## src/rtl/regfile_sequencer.sv

```systemverilog
// regfile_sequencer: expands ALU/PUSH/POP macro-ops into timed regfile commands,
// ALU-start and memory read/write strobes, with an optional memory ack timeout.
module regfile_sequencer #(
    parameter int INDEX_WIDTH = 3,
    parameter int CMD_WIDTH   = 4,
    parameter int ACK_TIMEOUT = 15
) (
    input  logic                   i_clk,
    input  logic                   i_reset,
    input  logic                   i_valid,
    output logic                   o_ready,
    input  logic [1:0]             i_op,
    input  logic [INDEX_WIDTH-1:0] i_rd,
    input  logic [INDEX_WIDTH-1:0] i_rs1,
    input  logic [INDEX_WIDTH-1:0] i_rs2,
    output logic [CMD_WIDTH-1:0]   o_rf_command,
    output logic [INDEX_WIDTH-1:0] o_rf_index,
    output logic                   o_alu_go,
    output logic                   o_mem_wr,
    output logic                   o_mem_rd,
    input  logic                   i_mem_ack,
    output logic                   o_done,
    output logic                   o_busy,
    output logic                   o_error
);
    localparam logic [CMD_WIDTH-1:0] COM_NOP      = CMD_WIDTH'(0);
    localparam logic [CMD_WIDTH-1:0] COM_READA    = CMD_WIDTH'(1);
    localparam logic [CMD_WIDTH-1:0] COM_READB    = CMD_WIDTH'(2);
    localparam logic [CMD_WIDTH-1:0] COM_LATCHC   = CMD_WIDTH'(3);
    localparam logic [CMD_WIDTH-1:0] COM_LATCHSEL = CMD_WIDTH'(4);
    localparam logic [CMD_WIDTH-1:0] COM_READSP   = CMD_WIDTH'(5);
    localparam logic [CMD_WIDTH-1:0] COM_SPINC    = CMD_WIDTH'(7);
    localparam logic [CMD_WIDTH-1:0] COM_SPDEC    = CMD_WIDTH'(8);
    localparam int CW = $clog2(ACK_TIMEOUT + 2);

    typedef enum logic [4:0] {
        S_IDLE, S_A1, S_A2, S_A3, S_A4, S_A5, S_A6, S_A7,
        S_P1, S_P2, S_P3, S_PW, S_PDEC,
        S_Q1, S_Q2, S_QW, S_QSEL, S_QC
    } state_t;

    state_t                 state_q, state_d;
    logic [CW-1:0]          cnt_q, cnt_d;
    logic [INDEX_WIDTH-1:0] rd_q, rd_d, rs1_q, rs1_d, rs2_q, rs2_d, idx_q, idx_d;
    logic [CMD_WIDTH-1:0]   cmd_q, cmd_d;
    logic                   go_q, go_d, mem_wr_q, mem_wr_d, mem_rd_q, mem_rd_d;
    logic                   done_q, done_d, busy_q, busy_d, ready_q, ready_d, err_q, err_d;
    logic                   accept, timeout;

    always_comb begin
        accept  = i_valid && state_q == S_IDLE;
        rd_d    = accept ? i_rd : rd_q;
        rs1_d   = accept ? i_rs1 : rs1_q;
        rs2_d   = accept ? i_rs2 : rs2_q;
        timeout = ACK_TIMEOUT != 0 && int'(cnt_q) + 1 == ACK_TIMEOUT;
        state_d = state_q;
        cnt_d   = cnt_q;
        err_d   = 1'b0;
        case (state_q)
            S_IDLE: if (accept) begin
                state_d = i_op == 2'b00 ? S_A1 : i_op == 2'b01 ? S_P1 : i_op == 2'b10 ? S_Q1 : S_IDLE;
                err_d   = i_op == 2'b11;
            end
            S_A1: state_d = S_A2;
            S_A2: state_d = S_A3;
            S_A3: state_d = S_A4;
            S_A4: state_d = S_A5;
            S_A5: state_d = S_A6;
            S_A6: state_d = S_A7;
            S_P1: state_d = S_P2;
            S_P2: state_d = S_P3;
            S_P3: begin
                state_d = S_PW;
                cnt_d   = '0;
            end
            S_PW: begin
                state_d = i_mem_ack ? S_PDEC : timeout ? S_IDLE : S_PW;
                err_d   = !i_mem_ack && timeout;
                cnt_d   = cnt_q + 1'b1;
            end
            S_Q1: state_d = S_Q2;
            S_Q2: begin
                state_d = S_QW;
                cnt_d   = '0;
            end
            S_QW: begin
                state_d = i_mem_ack ? S_QSEL : timeout ? S_IDLE : S_QW;
                err_d   = !i_mem_ack && timeout;
                cnt_d   = cnt_q + 1'b1;
            end
            S_QSEL: state_d = S_QC;
            default: state_d = S_IDLE;
        endcase
        // outputs are decoded from the next state so they register in step with it
        cmd_d = COM_NOP;
        idx_d = '0;
        case (state_d)
            S_A1, S_P2: begin
                cmd_d = COM_LATCHSEL;
                idx_d = rs1_d;
            end
            S_A3: begin
                cmd_d = COM_LATCHSEL;
                idx_d = rs2_d;
            end
            S_A6, S_QSEL: begin
                cmd_d = COM_LATCHSEL;
                idx_d = rd_d;
            end
            S_A2, S_P3: cmd_d = COM_READA;
            S_A4:       cmd_d = COM_READB;
            S_A7, S_QC: cmd_d = COM_LATCHC;
            S_P1, S_Q2: cmd_d = COM_READSP;
            S_PDEC:     cmd_d = COM_SPDEC;
            S_Q1:       cmd_d = COM_SPINC;
            default:    cmd_d = COM_NOP;
        endcase
        go_d     = state_d == S_A5;
        mem_wr_d = state_d == S_PW;
        mem_rd_d = state_d == S_QW;
        done_d   = state_d == S_A7 || state_d == S_PDEC || state_d == S_QC;
        busy_d   = state_d != S_IDLE;
        ready_d  = state_d == S_IDLE;
    end

    always_ff @(posedge i_clk) begin
        if (i_reset) begin
            state_q  <= S_IDLE;
            cnt_q    <= '0;
            rd_q     <= '0;
            rs1_q    <= '0;
            rs2_q    <= '0;
            cmd_q    <= COM_NOP;
            idx_q    <= '0;
            go_q     <= 1'b0;
            mem_wr_q <= 1'b0;
            mem_rd_q <= 1'b0;
            done_q   <= 1'b0;
            busy_q   <= 1'b0;
            ready_q  <= 1'b1;
            err_q    <= 1'b0;
        end else begin
            state_q  <= state_d;
            cnt_q    <= cnt_d;
            rd_q     <= rd_d;
            rs1_q    <= rs1_d;
            rs2_q    <= rs2_d;
            cmd_q    <= cmd_d;
            idx_q    <= idx_d;
            go_q     <= go_d;
            mem_wr_q <= mem_wr_d;
            mem_rd_q <= mem_rd_d;
            done_q   <= done_d;
            busy_q   <= busy_d;
            ready_q  <= ready_d;
            err_q    <= err_d;
        end
    end

    assign o_ready      = ready_q;
    assign o_rf_command = cmd_q;
    assign o_rf_index   = idx_q;
    assign o_alu_go     = go_q;
    assign o_mem_wr     = mem_wr_q;
    assign o_mem_rd     = mem_rd_q;
    assign o_done       = done_q;
    assign o_busy       = busy_q;
    assign o_error      = err_q;
endmodule

```

## config.mk

```make
export PLATFORM = sky130hd
export DESIGN_NAME = regfile_sequencer
export DESIGN_NICKNAME = d
export VERILOG_FILES = /design/src/rtl/regfile_sequencer.sv
export SDC_FILE = /design/constraint.sdc
export NUM_CORES = 1
export LEC_CHECK = 0
export CAP_MARGIN = 20
export CORE_ASPECT_RATIO = 0.9
export CORE_MARGIN = 5
export CORE_UTILIZATION = 30
export CTS_CLUSTER_SIZE = 28
export DETAILED_ROUTE_END_ITERATION = 16
export HOLD_SLACK_MARGIN = 0.05
export PLACE_DENSITY_LB_ADDON = 0.1
export RECOVER_POWER = 100
export REMOVE_ABC_BUFFERS = 1
export SLEW_MARGIN = 20
export SYNTH_ARGS = -nofsm -noshare
export SYNTH_HDL_FRONTEND = slang
export SYNTH_SLANG_ARGS = --single-unit
```

## constraint.sdc

```tcl
create_clock -name i_clk -period 3.08 [get_ports i_clk]
set_input_delay 0.462 -clock i_clk [delete_from_list [all_inputs] [get_ports i_clk]]
set_output_delay 0.462 -clock i_clk [all_outputs]
set_load 0.02 [all_outputs]
```

==> results.toml, run 1 <==
[outcome]
run_status = "completed"

[cells_and_area]
flow.area_growth_from_synthesis_pct = 22.8
layout-drive-gt1-share_pct = 10.0
stdcell_area_um2 = 2060
antenna-diode-count = 0
num-nets-final = 239
utilization_after_layout_pct = 38.5

[timing]
maxClockFrequency_ghz = 0.388
slew_headroom_pct = 37.5
worst_pin_slew_ns = 0.937
timing.setup.tns_ns = 0
final.period_utilization_pct = 83.7
finalHoldViolCount = 0
final-max-slew-violation-count = 0
rsz0062_at_grt = "no"
timing.final.setup_violations = 0
fin_skew_ns = 0.00839
layout_min_cycle_time_ns = 2.58

[synth]
post_synth_edffs = 0
syn_area_um2 = 1680
yosysUniqueCellTypes = 53
most_frequent_cells_after_synthesis = "35 x sky130_fd_sc_hd__nor2_1, 33 x sky130_fd_sc_hd__dfxtp_1, 15 x sky130_fd_sc_hd__a21oi_1"
yosys.area_share.xor_xnor_pct = 0.522
synth_cells = 191
post-synth-top-count-cell = "sky130_fd_sc_hd__nor2_1"
synth_top_family_by_area = "simple AND/OR/NAND/NOR gates"
synth_top_cell_area_share_pct = 39.4
netlist.top_cell.by_area = "sky130_fd_sc_hd__dfxtp_1"
synth.mux.area_fraction_pct = 6.57
yosys_warnings = 0
synth_sequential_area_ratio_pct = 39.4
post_synth_fa_ha_maj_area_fraction_pct = 3.73
ys_ff_latch = 33
syn_avg_cell_area_um2 = 8.78
postSynth.asyncResetShare_pct = 0
synth-main-ff-cell = "sky130_fd_sc_hd__dfxtp_1"
post_synth_main_area_contributors = "sky130_fd_sc_hd__dfxtp_1 39%, sky130_fd_sc_hd__nor2_1 7.8%, sky130_fd_sc_hd__mux2i_1 6.6%"
compound_gate_portion_of_the_synthesized_area_pct = 19.5
synthesized_area_fraction_occupied_by_and_or_nand_nor_cells_pct = 25.1

[power_and_ir_drop]
seq_power_share_pct = 41.8
power.net_switching_mw = 0.448
p_per_area_nw_per_um2 = 617
vdd.ir_drop.worst_uv = 245
share_of_power_burned_in_the_clock_network_pct = 24.2
internal_power_mw = 0.824
post_layout_power_mw = 1.27
cellLeakagePower_nw = 0.815
power.share.switching_pct = 35.2
pwr-share-comb_pct = 34.0

[critical_path]
critPathMaxFanout = 6
crit_required_ns = 3.29
timing.critical_path.to_type = "flip-flop"
reg2reg_slack_ns = 0.50
crit_arrival_ns = 2.79
startpoint_type = "flip-flop"
worstSetupPathType = "reg -> reg"

[clock_tree]
maximum_count_of_clock_buffers_along_a_single_path = 2
cts_resized = 0
cts_htree_levels = 2
post-cts-setup-buffer-count = 0
hold_buffers = 0
cts-buffers-inserted = 5
clkSinkCount = 33
clock_tree.root_cell = "sky130_fd_sc_hd__clkbuf_8"
worst_setup_hold_path_clk_slew_ns = 0.07
cts_tree = "done"
clk_latency_ns = 0.28

[die]
core_um2 = 5350
die_h_um = 80.9
floorplan.die_area_um2 = 7190
io-pin-count = 29
die-width_um = 88.8
fp-row-count = 25
initial_core_utilization_pct = 31.3

[placed_design]
placed_area_um2 = 2000
routabilityCongestion = 0.768
port-buffer-count = 28
post-dp-hpwl_um = 2910

[global_routing]
grt_busiest_layer = "met2"
groute.usage.overall_pct = 11.6
gr-total-overflow = 0
met1_usage_pct = 16.5
grtUsageMet3_pct = 3.25
maximum_number_of_pins_on_one_net_before_global_route_repair = 21
antenna_violations_before_repair = 0
grt_first_pass_wirelength_um = 6520
groute.layer.met2.usage_pct = 17.1
first_global_vias = 1333

[routing]
final_routed_drc_violation_total = 0
vias = 1496
drt_first_iter_violations = 167
detail_route.first_pass.iterations = 5
route.detailed.wl_per_inst_um = 13.5
ant_nets = 0
drt-total-wl_um = 3890
vias_per_cell = 5.21

[flow_run]
cap_viol_max_count = 0

[worst_hold_path]
holdCritPathClass = "reg -> reg"
-- cell usage in the layout, fill, tap and decap left out, types with 3 or more instances in the layout --
cell type,Yosys,routed
sky130_fd_sc_hd__clkbuf_8,0,5
sky130_fd_sc_hd__nand2_1,5,5
sky130_fd_sc_hd__inv_1,7,7
sky130_fd_sc_hd__a31oi_1,3,3
sky130_fd_sc_hd__nor3_1,7,7
sky130_fd_sc_hd__ha_1,5,5
sky130_fd_sc_hd__and3_1,2,3
sky130_fd_sc_hd__a21oi_1,15,15
sky130_fd_sc_hd__dfxtp_1,33,33
sky130_fd_sc_hd__nor2_1,35,35
sky130_fd_sc_hd__a211oi_2,3,3
sky130_fd_sc_hd__mux2i_1,11,11
sky130_fd_sc_hd__clkdlybuf4s50_1,0,12
sky130_fd_sc_hd__dlygate4sd3_1,0,16
sky130_fd_sc_hd__nand3_1,7,7
sky130_fd_sc_hd__nor2b_1,3,3
sky130_fd_sc_hd__o21ai_0,6,6
sky130_fd_sc_hd__or2_0,2,3
-- sequential cells by signal, indices dropped and copies added, names as in the netlist --
name	flops
cnt_q	5
state_q	5
o_rf_command	4
o_rf_index	3
rd_q	3
rs1_q	3
rs2_q	3
o_alu_go	1
o_busy	1
o_done	1
o_error	1
o_mem_rd	1
o_mem_wr	1
o_ready	1
-- cell type report --
cell class / instances / area [µm²]
fillers: 542 / 3290
multi-input cells: 141 / 911
flip-flops and latches: 33 / 661
repair buffers: 30 / 292
well taps: 67 / 83.8
clock buffers: 6 / 72.6
inverters: 8 / 30.0
clock inverters: 2 / 10.0
-- power by group through the flow --
stage                     clock network (mW)  logic (mW)  registers, mW
after detailed placement                   0       0.457          0.543
after global routing                   0.342       0.487          0.540
final                                  0.307       0.433          0.532
after global placement                     0       0.457          0.541
after CTS                              0.319       0.458          0.533
after floorplan                            0       0.270          0.565
-- logic make-up (layout without fill, tap and decap cells) --
kind of cell | count (synthesis) | in the layout
mux | 11 | 11
simple gates | 80 | 80
xor+xnor | 1 | 1
compound gates | 44 | 44
buf+inv | 17 | 46
flops | 33 | 33
fa+ha+maj | 5 | 5
-- worst max-delay path: stages, from the launching register on --
cell,delay (ns)
sky130_fd_sc_hd__dfxtp_1,0.43
sky130_fd_sc_hd__ha_1,0.21
sky130_fd_sc_hd__or2b_2,0.30
sky130_fd_sc_hd__o21bai_2,0.26
sky130_fd_sc_hd__o31ai_1,0.55
sky130_fd_sc_hd__a41oi_1,0.31
sky130_fd_sc_hd__or2_0,0.31
sky130_fd_sc_hd__a21oi_2,0.13
-- final timing paths --
kind,start,to,cells after the start
worst max-delay path,cnt_q[1],o_rf_index[1],7
worst max register to register,cnt_q[1],o_rf_index[1],7
worst min register to register,rd_q[0],rd_q[0],2
worst min-delay path,rd_q[0],rd_q[0],2
-- per-layer routing --
layer	vias up	share of wire [%]
li1	734	-
met5	-	0
met2	42	44
met3	5	6.2
met4	0	1.0
met1	715	49
-- through the flow --
stage / hold WS (ns) / cells / setup slack (ns)
6_report: 0.494 / 287 / 0.503
3_5_place_dp: 0.484 / 279 / 0.473
4_1_cts: 0.500 / 287 / 0.748
5_1_grt: 0.523 / 287 / 0.265
3_3_place_gp: 0.484 / 279 / 0.526
2_1_floorplan: 0.448 / 182 / 1.03
Note: power is estimated with default switching activity, not from simulation.
==> run 2: changes to the inputs <==
Clock period 3.08 ns to 2.55 ns, I/O delays scaled along.
==> run 2 against run 1 <==
Wire length grew 2.9%. Critical path type unchanged. Clock skew is 0.0040 ns lower. Non-clock buffer count is 2 higher. Sequential cell count unchanged.
==> results.toml, run 2 (synthesis results as in run 1) <==
[global_routing]
grt_first_pass_wirelength_um = 6750
groute.usage.overall_pct = 12.2
gr-total-overflow = 0
first_global_vias = 1380
maximum_number_of_pins_on_one_net_before_global_route_repair = 21
antenna_violations_before_repair = 0

[critical_path]
crit_arrival_ns = 2.51
crit_required_ns = 2.76
timing.critical_path.to_type = "flip-flop"
reg2regPathDepth = 8
worstSetupPathType = "reg -> reg"
critical_path.reg2reg.endpoint = "o_rf_index[1]"
startpoint_type = "flip-flop"
worstSetupStartpoint = "cnt_q[0]"
reg2reg_slack_ns = 0.25
worst_reg2reg_startpoint = "cnt_q[0]"
critPathMaxFanout = 6

[worst_hold_path]
whs_endpoint = "rd_q[0]"
holdCritPathClass = "reg -> reg"
hold_start = "rd_q[0]"
worst_hold_path.num_cells = 2

[clock_tree]
clock_tree.root_cell = "sky130_fd_sc_hd__clkbuf_8"
cts_htree_levels = 2
clkSinkCount = 33
cts-buffers-inserted = 5
maximum_count_of_clock_buffers_along_a_single_path = 2
cts_tree = "done"
hold_buffers = 0
post-cts-setup-buffer-count = 0
clk_latency_ns = 0.28
cts_resized = 0
worst_setup_hold_path_clk_slew_ns = 0.06

[timing]
final-max-slew-violation-count = 0
worst_pin_slew_ns = 0.606
final.period_utilization_pct = 90.0
maxClockFrequency_ghz = 0.436
finalHoldViolCount = 0
rsz0062_at_grt = "no"
fin_hold_ws_ns = 0.489
timing.final.setup_violations = 0
layout_min_cycle_time_ns = 2.30
slew_headroom_pct = 59.2
fin_skew_ns = 0.00434

[die]
die-width_um = 88.8
core_um2 = 5350
die_h_um = 80.9
fp-row-count = 25
io-pin-count = 29
floorplan.die_area_um2 = 7190
initial_core_utilization_pct = 31.3

[routing]
detail_route.first_pass.iterations = 4
final_routed_drc_violation_total = 0
drt-total-wl_um = 4000
vias_per_cell = 5.05
vias = 1454
drt_first_iter_violations = 102
route.detailed.wl_per_inst_um = 13.9
ant_nets = 0

[power_and_ir_drop]
cellLeakagePower_nw = 0.827
vdd.ir_drop.worst_uv = 337
post_layout_power_mw = 1.57
p_per_area_nw_per_um2 = 752

[placed_design]
port-buffer-count = 28
routabilityCongestion = 0.805
post-dp-hpwl_um = 3070

[outcome]
run_status = "completed"

[cells_and_area]
num-nets-final = 241
layout-drive-gt1-share_pct = 11.8
layout_common_cells = "35 x sky130_fd_sc_hd__nor2_1, 33 x sky130_fd_sc_hd__dfxtp_1, 15 x sky130_fd_sc_hd__a21oi_1"
antenna-diode-count = 0
flow.area_growth_from_synthesis_pct = 24.9
most_frequent_standard_cell_in_the_layout_excluding_fill_and_tap_cells = "sky130_fd_sc_hd__nor2_1"

[flow_run]
cap_viol_max_count = 0
==> run 2: cell type report <==
type / count / area [µm²]
Fill cell: 559 / 3260
Multi-Input combinational cell: 141 / 926
Sequential cell: 33 / 661
Timing Repair Buffer: 32 / 307
Clock buffer: 7 / 86.3
Tap cell: 67 / 83.8
Inverter: 8 / 30.0
==> run 2: worst max path at each step <==
stage,end,slack (ns),depth (start not counted)
2_1_floorplan,o_ready,0.50,7
3_3_place_gp,o_rf_index[2],0.07,10
3_5_place_dp,o_rf_index[1],-0.004,10
4_1_cts,o_rf_index[1],0.24,7
5_1_grt,o_rf_index[1],0.05,7
6_report,o_rf_index[1],0.25,8
==> run 2: worst max-delay path, cell delays in order (launching register included) <==
cell and delay [ns]:
sky130_fd_sc_hd__dfxtp_1 0.35, sky130_fd_sc_hd__inv_1 0.10, sky130_fd_sc_hd__ha_1 0.19, sky130_fd_sc_hd__or2b_2 0.31
sky130_fd_sc_hd__o21bai_2 0.26, sky130_fd_sc_hd__o31ai_2 0.39, sky130_fd_sc_hd__a41oi_2 0.22, sky130_fd_sc_hd__or2_0 0.28
sky130_fd_sc_hd__a21oi_2 0.14
==> run 2: where the power goes <==
| part | leakage, nW | internal (mW) | switching, mW |
|---|---|---|---|
| clock | 0.0443 | 0.214 | 0.173 |
| sequential | 0.269 | 0.585 | 0.0582 |
| combinational | 0.513 | 0.233 | 0.311 |
==> run 2: routing by layer <==
metal | track usage [%] | part of all wire, % | routed length (µm) | vias up
li1 | - | - | - | 733
met1 | 16.7 | 50 | 1990 | 691
met2 | 18.5 | 45 | 1790 | 26
met3 | 3.75 | 4.6 | 185 | 4
met4 | 3.17 | 0.78 | 31 | 0
met5 | 0 | 0 | 0 | -
==> run 2: metrics by stage <==
step / TNS, ns / setup WS, ns / cell area, µm² / util [%] / instances
floorplan: 0 / 0.500 / 1620 / - / 182
global placement: 0 / 0.0708 / 2010 / 37.6 / 281
detailed placement: -0.00431 / -0.00431 / 2010 / 37.6 / 281
CTS: 0 / 0.240 / 2100 / 39.3 / 288
global route: 0 / 0.0477 / 2090 / 39.1 / 288
finish: 0 / 0.254 / 2090 / 39.1 / 288
